==> src/rtl/float_recip_arbiter.sv <==
// float_recip_arbiter
//   Shares one iterative floating-point reciprocal unit among NUM_REQ
//   requesters. Requests are granted round-robin. Zero and denormal operands
//   skip the unit and return a signed infinity with the divide-by-zero flag set.
//   If the unit does not converge within TIMEOUT RUN cycles, the operation ends
//   with a quiet NaN and the timeout flag set.
//
// Ports
//   clk_p        rising-edge clock
//   rst_n        asynchronous active-low reset
//   req          per-requester request, held until that requester's done
//   req_data     operand of requester i in [i*DATA_WIDTH +: DATA_WIDTH]
//   done         one-hot completion pulse, one cycle wide
//   rsp_data     1/operand; valid with done and held until the next done
//   rsp_dbz      divide-by-zero flag, qualified by done
//   rsp_timeout  timeout flag, qualified by done
//   busy         high in any state other than IDLE
//   rcp_number   operand to the reciprocal unit (registered)
//   rcp_enable   reciprocal unit enable; high only in RUN
//   rcp_result   reciprocal unit result
//   rcp_ack      reciprocal unit convergence flag
//
// state    | meaning
// ---------+---------------------------------------------------------------
// ST_IDLE  | arbitrate; on a grant, latch the requester index and operand
// ST_ISSUE | one cycle with the unit disabled so that it reloads its seed
// ST_RUN   | unit enabled; wait for rcp_ack or for the timeout count
// ST_DONE  | pulse done[granted] for one cycle; unit disabled

module float_recip_arbiter #(
  parameter int DATA_WIDTH = 32,
  parameter int NUM_REQ    = 4,
  parameter int TIMEOUT    = 16
) (
  input  logic                          clk_p,
  input  logic                          rst_n,
  input  logic [NUM_REQ-1:0]            req,
  input  logic [NUM_REQ*DATA_WIDTH-1:0] req_data,
  output logic [NUM_REQ-1:0]            done,
  output logic [DATA_WIDTH-1:0]         rsp_data,
  output logic                          rsp_dbz,
  output logic                          rsp_timeout,
  output logic                          busy,
  output logic [DATA_WIDTH-1:0]         rcp_number,
  output logic                          rcp_enable,
  input  logic [DATA_WIDTH-1:0]         rcp_result,
  input  logic                          rcp_ack
);

  localparam int PTR_W = (NUM_REQ > 1) ? $clog2(NUM_REQ) : 1;
  localparam int CNT_W = $clog2(TIMEOUT + 1);
  localparam logic [DATA_WIDTH-1:0] QNAN = DATA_WIDTH'(32'h7FC0_0000);

  typedef enum logic [1:0] {
    ST_IDLE,
    ST_ISSUE,
    ST_RUN,
    ST_DONE
  } state_t;

  state_t                  state, state_nxt;
  logic [PTR_W-1:0]        rr_ptr;
  logic [PTR_W-1:0]        grant_idx;
  logic [DATA_WIDTH-1:0]   operand;
  logic [CNT_W-1:0]        run_cnt;

  logic [DATA_WIDTH-1:0]   op_arr [NUM_REQ];
  logic                    any_req;
  logic [PTR_W-1:0]        grant_sel;
  logic [PTR_W:0]          scan_sum;
  logic [DATA_WIDTH-1:0]   grant_op;
  logic                    grant_zero;
  logic                    tmo_hit;
  logic [PTR_W-1:0]        rr_nxt;

  for (genvar g = 0; g < NUM_REQ; g++) begin : g_op
    assign op_arr[g] = req_data[g*DATA_WIDTH +: DATA_WIDTH];
  end

  // Round-robin scan: first set request at or after rr_ptr, wrapping.
  always_comb begin
    any_req   = 1'b0;
    grant_sel = '0;
    scan_sum  = '0;
    for (int i = 0; i < NUM_REQ; i++) begin
      scan_sum = {1'b0, rr_ptr} + (PTR_W+1)'(i);
      if (scan_sum >= (PTR_W+1)'(NUM_REQ))
        scan_sum = scan_sum - (PTR_W+1)'(NUM_REQ);
      if (!any_req && req[scan_sum[PTR_W-1:0]]) begin
        any_req   = 1'b1;
        grant_sel = scan_sum[PTR_W-1:0];
      end
    end
  end

  assign grant_op   = op_arr[grant_sel];
  // A zero exponent field (zero or denormal) would overflow 1/x, so it bypasses the unit.
  assign grant_zero = (grant_op[DATA_WIDTH-2 -: 8] == 8'h00);
  assign tmo_hit    = (run_cnt == CNT_W'(TIMEOUT - 1));
  assign rr_nxt     = (grant_sel == PTR_W'(NUM_REQ - 1)) ? '0 : grant_sel + 1'b1;

  always_ff @(posedge clk_p or negedge rst_n) begin
    if (!rst_n) state <= ST_IDLE;
    else        state <= state_nxt;
  end

  always_comb begin
    state_nxt  = state;
    busy       = (state != ST_IDLE);
    rcp_enable = (state == ST_RUN);
    done       = '0;
    case (state)
      ST_IDLE:  if (any_req) state_nxt = grant_zero ? ST_DONE : ST_ISSUE;
      ST_ISSUE: state_nxt = ST_RUN;
      ST_RUN:   if (rcp_ack || tmo_hit) state_nxt = ST_DONE;
      ST_DONE: begin
        state_nxt = ST_IDLE;
        for (int i = 0; i < NUM_REQ; i++)
          done[i] = (grant_idx == PTR_W'(i));
      end
      default:  state_nxt = ST_IDLE;
    endcase
  end

  always_ff @(posedge clk_p or negedge rst_n) begin
    if (!rst_n) begin
      rr_ptr      <= '0;
      grant_idx   <= '0;
      operand     <= '0;
      run_cnt     <= '0;
      rsp_data    <= '0;
      rsp_dbz     <= 1'b0;
      rsp_timeout <= 1'b0;
    end else begin
      case (state)
        ST_IDLE: begin
          if (any_req) begin
            grant_idx <= grant_sel;
            operand   <= grant_op;
            rr_ptr    <= rr_nxt;
            if (grant_zero) begin
              rsp_data    <= {grant_op[DATA_WIDTH-1], 8'hFF, {(DATA_WIDTH-9){1'b0}}};
              rsp_dbz     <= 1'b1;
              rsp_timeout <= 1'b0;
            end
          end
        end
        ST_ISSUE: run_cnt <= '0;
        ST_RUN: begin
          // Ack wins over a timeout landing in the same cycle.
          if (rcp_ack) begin
            rsp_data    <= rcp_result;
            rsp_dbz     <= 1'b0;
            rsp_timeout <= 1'b0;
          end else if (tmo_hit) begin
            rsp_data    <= QNAN;
            rsp_dbz     <= 1'b0;
            rsp_timeout <= 1'b1;
          end else begin
            run_cnt <= run_cnt + 1'b1;
          end
        end
        default: ;
      endcase
    end
  end

  assign rcp_number = operand;

endmodule

==> config.mk <==
export PLATFORM = sky130hd
export DESIGN_NAME = float_recip_arbiter
export DESIGN_NICKNAME = d
export VERILOG_FILES = /design/src/rtl/float_recip_arbiter.sv
export SDC_FILE = /design/constraint.sdc
export NUM_CORES = 1
export LEC_CHECK = 0
export CORE_MARGIN = 5
export CORE_UTILIZATION = 43
export DETAILED_ROUTE_END_ITERATION = 10
export GPL_ROUTABILITY_DRIVEN = 0
export PLACE_DENSITY = 0.82
export SLEW_MARGIN = 30
export SYNTH_ARGS = -nofsm -noshare
export SYNTH_HDL_FRONTEND = slang
export SYNTH_SLANG_ARGS = --single-unit
==> constraint.sdc <==
create_clock -name clk_p -period 3 [get_ports clk_p]
set_clock_uncertainty 0.05 [all_clocks]
set_input_delay 0.6 -clock clk_p [delete_from_list [all_inputs] [get_ports clk_p]]
set_output_delay 0.6 -clock clk_p [all_outputs]
set_load 0.01 [all_outputs]
Word-level counts from Yosys, hierarchy flattened
Index checks and enable logic that the tools add are counted.

cells by class
  $add $sub $neg = 9
  reduce and logical (&&, ||, !) cells = 17
  muxes and demuxes = 47
  $lt $le $gt $ge = 9
  bitwise logic cells = 1
  eq/ne operators = 14

operators by type and width
  operator                                             number
  2-to-1 mux 32 bit                                    6
  binary-select mux 32 bit (select 2 bit)              1
  case mux 32 bit (2 select lines)                     1
  2-to-1 mux 2 bit                                     12
  2-to-1 mux 1 bit                                     16
  >= comparator 3 bit, second input constant           4
  < comparator 2 x 3 -> 1 bit, second input constant   4
  equality test 2 bit, second input constant           5
  2-to-1 mux 5 bit                                     2
  case mux 5 bit (2 select lines)                      1
  binary-select mux 1 bit (select 2 bit)               4
  zero test 8 bit                                      1
  != test 2 bit, second input constant                 4
  case mux 2 bit (4 select lines)                      1
  subtractor 2 x 1 -> 2 bit, second input constant     4
  adder 2 x 2 -> 3 bit, second input constant          2
  nonzero test 2 bit                                   3
  adder 5 x 1 -> 5 bit, second input constant          1
  equality test 5 x 4 -> 1 bit, second input constant  1
  equality test 2 x 1 -> 1 bit, second input constant  2
  zero test 2 bit                                      2
  2-to-1 mux 4 bit                                     1
  case mux 1 bit (2 select lines)                      2
  AND reduction 2 bit                                  2
  11 further kinds                                     15

storage, ports and cells
  input port bits = 167
  output and inout bits = 72
  register bits after elaboration = 77

Depth between registers and ports, before layout
  word-level depth = 22
  depth in mapped cells = 12

Worst setup path after synthesis
Ideal clock, no wire load.

  path type = input-to-reg
  from = in req[0]
  to = reg rsp_dbz
  setup time = 0.126 ns
  path buffers = 3
  path slack = 0.342 ns
  cell stages on the path = 11
  arrival = 2.482 ns
  cell sequence = a21oi_1 o21a_1 o22ai_2 buf_6 mux2i_1 mux2_2 nand4_4 or2_1 buf_6 buf_6 a311o_1

between the ends
  word-level cells in the longest chain between the ends = 19
  elaborated cells on any way between the ends = 30
  classes of those cells = 2 x eq/ne; 19 x mux; 1 x bitwise; 8 x reduce/logical

ends and longest elaborated chain
  element                                                line  RTL
  from (decl)                                            37    input logic [NUM_REQ-1:0] req,
  binary-select mux 1 bit (select 2 bit)                 89    if (!any_req && req[scan_sum[PTR_W-1:0]]) begin
  2-to-1 mux 1 bit (implied by the code)                 89
  2-to-1 mux 1 bit                                       89
  zero test 1 bit                                        89
  logical AND 1 bit                                      89
  2-to-1 mux 1 bit                                       89
  zero test 1 bit                                        89
  logical AND 1 bit                                      89
  (+2 left out)                                          n/a
  logical AND 1 bit                                      89
  2-to-1 mux 2 bit                                       89
  NOT 2 -> 3 bit (implied by the code)                   96    assign grant_op = op_arr[grant_sel];
  binary-select mux 32 bit (select 2 bit)                96
  2-to-1 mux 32 bit (implied by the code) (2 in series)  96
  zero test 8 bit                                        98    assign grant_zero = (grant_op[DATA_WIDTH-2 -: 8] == 8'h00);
  != test 2 bit (no source line)                         n/a
  AND reduction 4 bit (no source line) *                 n/a
  to (signal assigned)                                   132   rsp_dbz <= 1'b0;
  to (signal assigned)                                   143   rsp_dbz <= 1'b1;
  to (signal assigned)                                   153   rsp_dbz <= 1'b0;
  to (decl)                                              41    output logic rsp_dbz,

Mark *: on every way between the ends. The rest lies on a longest branch, timed or not. The select of a mux whose other input is x is not followed.
A chain may end at the register's enable or synchronous reset.

Worst setup path in the final report
  from = in req[2]
  to = reg rsp_data[2]

between the ends
  word-level cells in the longest chain between the ends = 19
  elaborated cells on any way between the ends = 30
  classes of those cells = 2 x eq/ne; 19 x mux; 1 x bitwise; 8 x reduce/logical

ends and longest elaborated chain
  element                                                line  RTL
  binary-select mux 1 bit (select 2 bit)                 89
  2-to-1 mux 1 bit (implied by the code)                 89
  2-to-1 mux 1 bit                                       89
  zero test 1 bit                                        89
  logical AND 1 bit                                      89
  2-to-1 mux 1 bit                                       89
  zero test 1 bit                                        89
  logical AND 1 bit                                      89
  (+2 left out)                                          n/a
  logical AND 1 bit                                      89
  2-to-1 mux 2 bit                                       89
  NOT 2 -> 3 bit (implied by the code)                   96
  binary-select mux 32 bit (select 2 bit)                96
  2-to-1 mux 32 bit (implied by the code) (2 in series)  96
  zero test 8 bit                                        98
  != test 2 bit (no source line)                         n/a
  AND reduction 4 bit (no source line) *                 n/a
  to (signal assigned)                                   142   rsp_data <= {grant_op[DATA_WIDTH-1], 8'hFF, {(DATA_WIDTH-9){1'b0}}};
  to (signal assigned)                                   152   rsp_data <= rcp_result;
  to (decl)                                              40    output logic [DATA_WIDTH-1:0] rsp_data,

Marks and branches as above.

==> summary.md <==
| Metric | Value |
|---|---|
| Status | finished clean |
| Synth top area share | 0.362 |
| Via count | 6060 |
| CTS tree | yes |
| Multi-input logic area | 3080 sq um |
| Peak supply drop | 0.481 mV |
| Worst path cell trace | clkdlybuf4s50_1 > o21a_1 > o22ai_4 > clkbuf_16 > mux2i_1 > mux2_4 > nand4_4 > or2_4 > clkbuf_16 > a311o_1 |
| CP Max Fanout | 8 |
| Pre-CTS setup slack | -0.248 ns |
| Final hold slack | 0.233 ns |
| DIE HEIGHT | 121 um |
| Tot GR Track Use | 0.239 |
| Max stage delay on crit path | 0.47 ns |
| Register area | 1930 sq um |
| Clock sinks | 77 |
| Nets | 1088 |
| IO Count | 239 |
| Final slew viol count | 0 |
| Leak | 0.00341 uW |
| CP Launch Type | input pin |
| Initial Util | 0.442 |
| Final hold vios | 0 |
| Syn_nets | 870 |
| CP dominant cell by count | clkbuf_16 |
| Via density | 5.57 |
| Mux contribution to synthesized area | 0.0545 |
| Clock slew at reported path FFs | 0.06 ns |
| Root buf cell | clkbuf_16 |
| Largest net degree at the start of global routing | 78 |
| CTS Buffer Depth | 2 |
| Final period utilization | 0.985 |
| CP max stage cell | clkdlybuf4s50_1 |
| Worst Setup End Kind | flop |
| Buf/Inv on CP | 3 |
| Clk_lat worst skew | 0.32 ns |
| Die Wd | 121 um |
| Initial drt markers | 665 |
| Top cells by area, synth | dfrtp_1 (36%), o21ai_0 (9.4%), nand2_1 (9.1%) |
| F_max | 338 MHz |
| Num rows | 40 |
| Power Dens Cells | 918 nW/um^2 |
| Core ar. | 12100 sq um |
| Number of library cell types mapped by synthesis | 43 |
| #FFs+latches synth | 77 |
| Worst-margin pin slew | 0.737 ns |
| Setup ws final | 0.0446 ns |
| Die ar. | 14700 sq um |
| Post-synth EDFFs | 0 |
| Crit path DAT | 3.11 ns |
| Sequential fraction of the synthesis area | 0.362 |
| Main synth FF type | dfrtp_1 |
| # hold bufs at CTS | 0 |
| Synthesis warning total | 0 |
| Critical Path RT | 3.16 ns |
| Vias in the first global route | 5659 |
| Syn Std Cell Area | 5330 sq um |
| Ys async rst share | 1.00 |
| Most common cell in the netlist | nand2_1 |
| Layout area overhead | 59.1% |
| # port buffers | 238 |
| Gr ovfl total | 0 |
| Synth Area in Adders | 0.0141 |
| Setup Viol. Count Final | 0 |
| Layout cells sized above 1 | 0.0793 |
| Simple-gate share of the synthesized area | 0.245 |
| Final ANT Viol Nets | 0 |
| Initial antenna violation count | 0 |
| Post-synth top area cell | dfrtp_1 |
| Post-synth top cells | nand2_1 (129), o21ai_0 (100), dfrtp_1 (77) |
| Compound-Gate Fraction of Synth Area | 0.258 |
| Critical path type | in2reg |
| Filler Cell Count | 962 |
| Drt pass-1 iters | 5 |
| Maxcap violations | 0 |
| Mapped Avg Cell Area | 7.64 sq um |
| DRC viols | 0 |
| Routed WL | 18900 um |
| Clock H-tree levels | 3 |
| First-pass GRT wire length | 28300 um |
| Routed len/inst | 17.4 um |
| ANT cells | 0 |
| Largest family of logic cells by synthesized area | compound AO/OA/AOI/OAI gates |
| Hpwl dp | 13100 um |
| TritonCTS Buffers | 9 |
| Worst slew margin | 0.509 |
| Synth Instances | 697 |
| Family with the most delay on the worst path | buffers and inverters |
| HP Class | in2async |
| XOR/XNOR Fraction of Synth Area | 0 |
| Crit path time final | 2.96 ns |
==> per-stage QoR <==
step / cell area [sq um] / std cells / total power [uW] / TNS, ns / util
floorplan: 5330 / 697 / 4410 / 0 / -
global placement: 7950 / 1064 / 6230 / -5.52 / 0.659
detailed placement: 7950 / 1064 / 6340 / -6.85 / 0.659
CTS: 8320 / 1080 / 7710 / 0 / 0.690
global route: 8470 / 1088 / 8350 / -0.467 / 0.703
finish: 8470 / 1088 / 7780 / 0 / 0.703
==> path summary, 6_finish.rpt <==
check	startpoint	end	slack [ns]	cells after the start
min in group clk_p	rcp_number[2]	rcp_number[2]	0.42	2
worst min register to register	rcp_number[2]	rcp_number[2]	0.42	2
max in group asynchronous	rst_n	rcp_number[9]	2.12	1
worst max-delay path	req[2]	rsp_data[2]	0.04	10
worst max register to register	rr_ptr[1]	rsp_data[2]	0.15	10
worst min-delay path	rst_n	run_cnt[4]	0.23	1
==> final cells by class <==
cell class,instances,area share
clock buffers,9,0.0266
repair buffers,274,0.337
flip-flops and latches,77,0.228
inverters,12,0.00532
clock inverters,7,0.0162
multi-input cells,541,0.363
well taps,168,0.0248
==> state kept, by name, summed over array words and instances, names as in the netlist <==
signal	cells
state	2
rsp_data	32
rr_ptr	2
rsp_dbz	1
rcp_number	32
rsp_timeout	1
grant_idx	2
run_cnt	5
==> where the power goes <==
group          leakage (uW)  switching (uW)  internal [uW]
registers          0.000959             404           1530
clock network      0.000175             434            894
logic               0.00228            2350           2180
==> per-layer routing <==
layer	global-route usage	part of all wire	vias up
met5	0	0	-
met4	0.0686	0.026	0
met3	0.0834	0.10	29
met2	0.410	0.50	304
met1	0.283	0.37	2788
li1	-	-	2939
==> worst register-to-register path: stages (launching register included) <==
cell       delay, ns
dfrtp_2         0.48
a21oi_1         0.10
o21a_1          0.22
o22ai_4         0.30
clkbuf_16       0.22
mux2i_1         0.22
mux2_4          0.20
nand4_4         0.09
or2_4           0.30
clkbuf_16       0.18
a311o_1         0.36
==> cell usage in the layout, fill, tap and decap left out, drive strengths merged, types with 2 or more instances in the layout <==
master / instances
o22ai: 2
nor2: 76
clkdlybuf4s50: 235
o211ai: 25
nand2: 129
mux2: 9
nor3: 24
nor3b: 2
nor4: 3
a22oi: 3
or3: 2
clkbuf: 13
mux2i: 17
and3: 2
buf: 33
clkinv: 3
dlymetal6s2s: 2
a311o: 25
nand3: 47
nand2b: 3
dfrtp: 77
bufinv: 4
ha: 6
o21ai: 100
inv: 11
and2: 2
a2bb2oi: 2
a21oi: 27
a32oi: 23
nand4: 3
==> cell families after synthesis <==
family	after synthesis
adders and majority gates	6
buffers and inverters	79
and+or+nand+nor	297
AOI/OAI and AO/OA	212
muxes	26
DFF	77
==> repair_timing <==
item	4_1_cts	5_1_grt
setup endpoints to repair	0	11
gates resized for setup	0	7
setup buffers	0	2
(Power assumes the default switching activity.)
